### src/rtl/sdram_burst_responder.sv
// rtl/sdram_burst_responder.sv - responder side of the SDRAM burst req/ack handshake
// Grants write/read bursts, streams words to a fixed-latency memory port, enforces an idle gap.
module sdram_burst_responder #(
  parameter int AW       = 24,
  parameter int DW       = 16,
  parameter int LW       = 10,
  parameter int RD_LAT   = 2,
  parameter int IDLE_GAP = 4
) (
  input  logic          clk_ref,
  input  logic          rst,
  input  logic          sdram_init_done,
  input  logic          sdram_wr_req,
  input  logic [AW-1:0] sdram_wr_addr,
  input  logic [LW-1:0] wr_len,
  output logic          sdram_wr_ack,
  input  logic [DW-1:0] sdram_din,
  input  logic          sdram_rd_req,
  input  logic [AW-1:0] sdram_rd_addr,
  input  logic [LW-1:0] rd_len,
  output logic          sdram_rd_ack,
  output logic [DW-1:0] sdram_dout,
  input  logic          mem_busy,
  output logic          mem_en,
  output logic          mem_we,
  output logic [AW-1:0] mem_addr,
  output logic [DW-1:0] mem_wdata,
  input  logic [DW-1:0] mem_rdata
);

  localparam int GW = $clog2(IDLE_GAP + 1);

  typedef enum logic [2:0] {
    S_IDLE,
    S_WRITE,
    S_WR_LAST,
    S_RD_ISSUE,
    S_RD_DRAIN,
    S_GAP
  } state_t;

  state_t        state, state_n;
  logic [LW:0]   cnt, cnt_n;
  logic [LW-1:0] len_q, len_n;
  logic [AW-1:0] addr, addr_n;
  logic [GW-1:0] gap_cnt, gap_n;
  logic          wr_ack_n, mem_en_n, mem_we_n;
  logic [AW-1:0] mem_addr_n;
  logic [RD_LAT-1:0] rd_pipe, rd_pipe_n, rd_lo;
  logic [DW-1:0] dout_hold;
  logic          last_beat;

  // rd_pipe tracks issued reads; its top bit is the registered rd_ack.
  assign sdram_rd_ack = rd_pipe[RD_LAT-1];
  assign rd_lo        = rd_pipe << 1;
  assign last_beat    = (cnt == {1'b0, len_q});

  assign sdram_dout = sdram_rd_ack ? mem_rdata : dout_hold;
  assign mem_wdata  = (mem_en && mem_we) ? sdram_din : '0;

  always_ff @(posedge clk_ref or posedge rst) begin
    if (rst) begin
      state        <= S_IDLE;
      cnt          <= '0;
      len_q        <= '0;
      addr         <= '0;
      gap_cnt      <= '0;
      sdram_wr_ack <= 1'b0;
      mem_en       <= 1'b0;
      mem_we       <= 1'b0;
      mem_addr     <= '0;
      rd_pipe      <= '0;
      dout_hold    <= '0;
    end else begin
      state        <= state_n;
      cnt          <= cnt_n;
      len_q        <= len_n;
      addr         <= addr_n;
      gap_cnt      <= gap_n;
      sdram_wr_ack <= wr_ack_n;
      mem_en       <= mem_en_n;
      mem_we       <= mem_we_n;
      mem_addr     <= mem_addr_n;
      rd_pipe      <= rd_pipe_n;
      if (sdram_rd_ack) begin
        dout_hold <= mem_rdata;
      end
    end
  end

  always_comb begin
    state_n    = state;
    cnt_n      = cnt;
    len_n      = len_q;
    addr_n     = addr;
    gap_n      = gap_cnt;
    wr_ack_n   = 1'b0;
    mem_en_n   = 1'b0;
    mem_we_n   = 1'b0;
    mem_addr_n = mem_addr;
    rd_pipe_n    = rd_pipe << 1;
    rd_pipe_n[0] = mem_en && !mem_we;

    case (state)
      S_IDLE: begin
        // Zero-length requests are never granted, so they cannot block the other direction.
        if (sdram_init_done && !mem_busy && gap_cnt == '0) begin
          if (sdram_wr_req && wr_len != '0) begin
            state_n  = S_WRITE;
            wr_ack_n = 1'b1;
            cnt_n    = (LW+1)'(1);
            len_n    = wr_len;
            addr_n   = sdram_wr_addr;
          end else if (sdram_rd_req && rd_len != '0) begin
            state_n    = S_RD_ISSUE;
            mem_en_n   = 1'b1;
            mem_addr_n = sdram_rd_addr;
            addr_n     = sdram_rd_addr + AW'(1);
            cnt_n      = (LW+1)'(1);
            len_n      = rd_len;
          end
        end
      end

      S_WRITE: begin
        // Write data trails each ack by one cycle, so the memory beat lags the ack.
        mem_en_n   = 1'b1;
        mem_we_n   = 1'b1;
        mem_addr_n = addr;
        addr_n     = addr + AW'(1);
        if (last_beat) begin
          state_n = S_WR_LAST;
        end else begin
          wr_ack_n = 1'b1;
          cnt_n    = cnt + (LW+1)'(1);
        end
      end

      S_WR_LAST: begin
        state_n = S_GAP;
        gap_n   = GW'(IDLE_GAP - 1);
      end

      S_RD_ISSUE: begin
        if (last_beat) begin
          state_n = S_RD_DRAIN;
        end else begin
          mem_en_n   = 1'b1;
          mem_addr_n = addr;
          addr_n     = addr + AW'(1);
          cnt_n      = cnt + (LW+1)'(1);
        end
      end

      S_RD_DRAIN: begin
        // Leave once the current rd_ack cycle is the final one in flight.
        if (rd_lo == '0) begin
          state_n = S_GAP;
          gap_n   = GW'(IDLE_GAP - 1);
        end
      end

      S_GAP: begin
        if (gap_cnt == '0) begin
          state_n = S_IDLE;
        end else begin
          gap_n = gap_cnt - GW'(1);
        end
      end

      default: state_n = S_IDLE;
    endcase
  end

endmodule

### config.mk
export PLATFORM = sky130hd
export DESIGN_NAME = sdram_burst_responder
export DESIGN_NICKNAME = d
export VERILOG_FILES = /design/src/rtl/sdram_burst_responder.sv
export SDC_FILE = /design/constraint.sdc
export NUM_CORES = 1
export LEC_CHECK = 0
export CORE_MARGIN = 2
export CORE_UTILIZATION = 52
export DETAILED_ROUTE_END_ITERATION = 8
export MAX_ROUTING_LAYER = met4
export PLACE_DENSITY = 0.87
export SETUP_SLACK_MARGIN = 0.3
export SYNTH_ARGS = -nofsm -noshare
export SYNTH_HDL_FRONTEND = slang
export SYNTH_SLANG_ARGS = --single-unit
### constraint.sdc
create_clock -name clk_ref -period 6.1 [get_ports clk_ref]
set_clock_uncertainty 0.2 [all_clocks]
set_input_delay 1.83 -clock clk_ref [delete_from_list [all_inputs] [get_ports clk_ref]]
set_output_delay 1.83 -clock clk_ref [all_outputs]
set_load 0.1 [all_outputs]
==> impl_metrics.toml <==
[power_and_ir_drop]
combPwrFrac = 0.632
power.density_nw_per_um2 = 607.9
p_switching_mw = 2.613
leakagePower_nw = 3.064
clkPwrFrac = 0.100
peakVddDrop_v = 0.0005976
pwr-share-seq = 0.268
switching_share = 0.5748
p_int_mw = 1.933

[worst_setup_path]
crit_fanout = 26
start_kind = "primary input"
critPathMaxStageDelay_ns = 0.62
r2r-start = "gap_cnt[0]"
cp_common_cell = "or4_1"
crit_slowest_cell = "or4_1"
cp_top_family = "simple AND/OR/NAND/NOR gates"
cp.required_ns = 6.21
rrSetupSlack_ns = 2.94
end_kind = "register"
path_class = "in2reg"
path_buf_inv = 1
crit_path_cell_trace = "clkdlybuf4s50_1, or4_1, o41ai_1, a311oi_2, and2_1, or4_1, nand2_1"
worstReg2RegEnd = "cnt[10]"
worst-r2r-cell-count = 8
cp.arrival_ns = 4.95

[clock_network]
clk_pin_slew_worst_paths_ns = 0.10
cts.sinks = 96
cts_buffer_depth = 2
clockRootBuffer = "clkbuf_8"
cts_tree = "done"
cts_inserted_buffers = 9
h-tree-depth = 3
cts_resized = 0
clk-insertion-delay-late_ns = 0.37
hold_buffers = 0
post-cts-setup-buffer-count = 0

[timing]
fmax_mhz = 206.4
slew_headroom = 0.1589
rsz0062_at_grt = "false"
tightest_slew_ns = 1.262
drv_slew = 0
fin_setup_tns_ns = 0
layout_min_cycle_time_ns = 4.845
finalCritPeriodShare = 0.7942
finalSetupViolations = 0
finalHoldViolations = 0

[yosys]
synth_simple_gate_area_share = 0.2443
synth_compound_area_frac = 0.1923
avgSynthCellArea_um2 = 8.325
synth-seq-cells = 96
syn_inst = 676
ys_warn_count = 0
synth_edf_count = 0
synth_top_family_by_area = "simple AND/OR/NAND/NOR gates"
yosys-top-cells-area = "dfrtp_1, nand2_1, nor2_1, a31oi_1, a21oi_1"
synth_seq_area_share = 0.4269
synth_top_cell_area_share = 0.4269
syn-num-nets = 787
synthMuxAreaShare = 0.03757
yosysUniqueCellTypes = 50
yosysTopAreaCell = "dfrtp_1"
synth_fa_ha_area_frac = 0.01112
synthArstFlopShare = 1.000
synth_area_um2 = 5628
yosys_most_used_dff = "dfrtp_1"
synth-xor-area-share = 0.05291

[floorplanning]
start_util = 0.5403
die_w_um = 108.0
dieArea_um2 = 11670
core_area_um2 = 10420
rows = 37
die_h_um = 108.0
boundaryPins = 166

[drt]
ant_nets = 0
num_vias = 5808
dr.pass1.iters = 5
wl_per_cell_um = 17.55
detail_route.iter0.violations = 474
drc = 0
via_per_inst = 6.082
totalWireLength_um = 16760

[worst_hold_path]
min_to = "rd_pipe[1]"
min_from = "rd_pipe[0]"
hold_depth = 0
hold_path_class = "reg2reg"

[cells_and_area]
antenna_cells = 0
fin_nets = 927
layout_common_cells = "clkdlybuf4s50_1, nand2_1, dfrtp_1, nor2_1, a21oi_1"
final_common_cell = "clkdlybuf4s50_1"
multiInputGateArea_um2 = 3043
syn_to_final_growth_pct = 32.88
design_area_um2 = 7478
regArea_um2 = 2402
layout-drive-gt1-share = 0.09280
fillCellCount = 788

[placed_design]
post_dp_cell_area_um2 = 7271
gp_congestion = 0.9448
port_buffers = 165
dp_hpwl_um = 12230

[grt]
grt.overflow.total = 0
grt_pass1_wl_um = 26380
grt_max_degree = 67
grt_usage = 0.2934
grt_pass1_vias = 5363
antenna_found_initial = 0

[run]
cap_violations = 0

[status]
outcome = "completed"
==> Yosys cell counts (5+ instances only) <==
master,instances
nor4_1,12
a211oi_1,6
a21oi_1,46
mux2_2,17
xnor2_1,16
o21ai_0,43
a31oi_1,40
inv_1,10
and3_1,26
ha_1,5
xor2_1,18
nand3_1,23
nand2_1,107
clkbuf_1,39
or4_1,8
nand4_1,14
dfrtp_1,96
nor2_1,75
nor3_1,13
==> per-stage QoR <==
stage / cells / total power [mW] / hold slack (ns) / util / setup WS [ns]
after floorplan: 676 / 3.400 / 0.1662 / - / 1.462
after global placement: 941 / 4.005 / 0.2363 / 0.6980 / 1.034
after detailed placement: 941 / 4.087 / 0.2469 / 0.6980 / 0.9066
after CTS: 955 / 4.537 / 0.2730 / 0.7180 / 1.280
after global routing: 955 / 4.791 / 0.2776 / 0.7180 / 1.088
final: 955 / 4.546 / 0.2871 / 0.7180 / 1.255
==> power groups by stage <==
stage	logic, mW	clock network (mW)	registers [mW]
final	2.87	0.455	1.22
after global routing	3.05	0.482	1.26
after CTS	2.86	0.459	1.21
after detailed placement	2.86	0	1.23
after global placement	2.80	0	1.20
after floorplan	1.63	0	1.77
==> area by class of cell <==
class / count / area share
Timing Repair Buffer: 171 / 0.2162
Multi-Input combinational cell: 528 / 0.4069
Inverter: 10 / 0.005187
Tap cell: 136 / 0.02275
Clock buffer: 9 / 0.01656
Clock inverter: 5 / 0.01121
Sequential cell: 96 / 0.3212
==> sequential cells by signal, summed over array words and instances (netlist names), 2 cells and up <==
name,count
addr,24
cnt,11
dout_hold,16
gap_cnt,3
len_q,10
mem_addr,24
rd_pipe,2
state,3
==> cells by family (layout without fill, tap and decap cells) <==
| kind of cell | Yosys count | in the layout |
|---|---|---|
| AND/OR/NAND/NOR | 297 | 297 |
| AO/OA/AOI/OAI | 173 | 173 |
| flip-flops | 96 | 96 |
| buffers and inverters | 52 | 195 |
| XOR/XNOR | 34 | 34 |
| multiplexers | 19 | 19 |
| adder cells (fa/ha/maj) | 5 | 5 |
==> worst max-delay path by stage <==
| stage | from | endpoint | slack (ns) | cells after the start |
|---|---|---|---|---|
| after floorplan | sdram_din[0] | mem_wdata[0] | 1.46 | 1 |
| after global placement | rd_len[6] | cnt[4] | 1.03 | 7 |
| after detailed placement | rd_len[6] | cnt[4] | 0.91 | 7 |
| after CTS | rd_len[6] | cnt[4] | 1.28 | 7 |
| after global routing | rd_len[6] | cnt[4] | 1.09 | 7 |
| final | rd_len[6] | cnt[4] | 1.26 | 7 |
==> layer usage <==
layer | wire length [um] | GRT usage | vias to the layer above
met5 | 0 | - | -
met4 | 447 | 0.1053 | 0
met3 | 1476 | 0.06088 | 45
met2 | 7867 | 0.4587 | 299
met1 | 6966 | 0.3802 | 2751
li1 | - | - | 2713
Note: power is estimated with default switching activity, not from simulation.
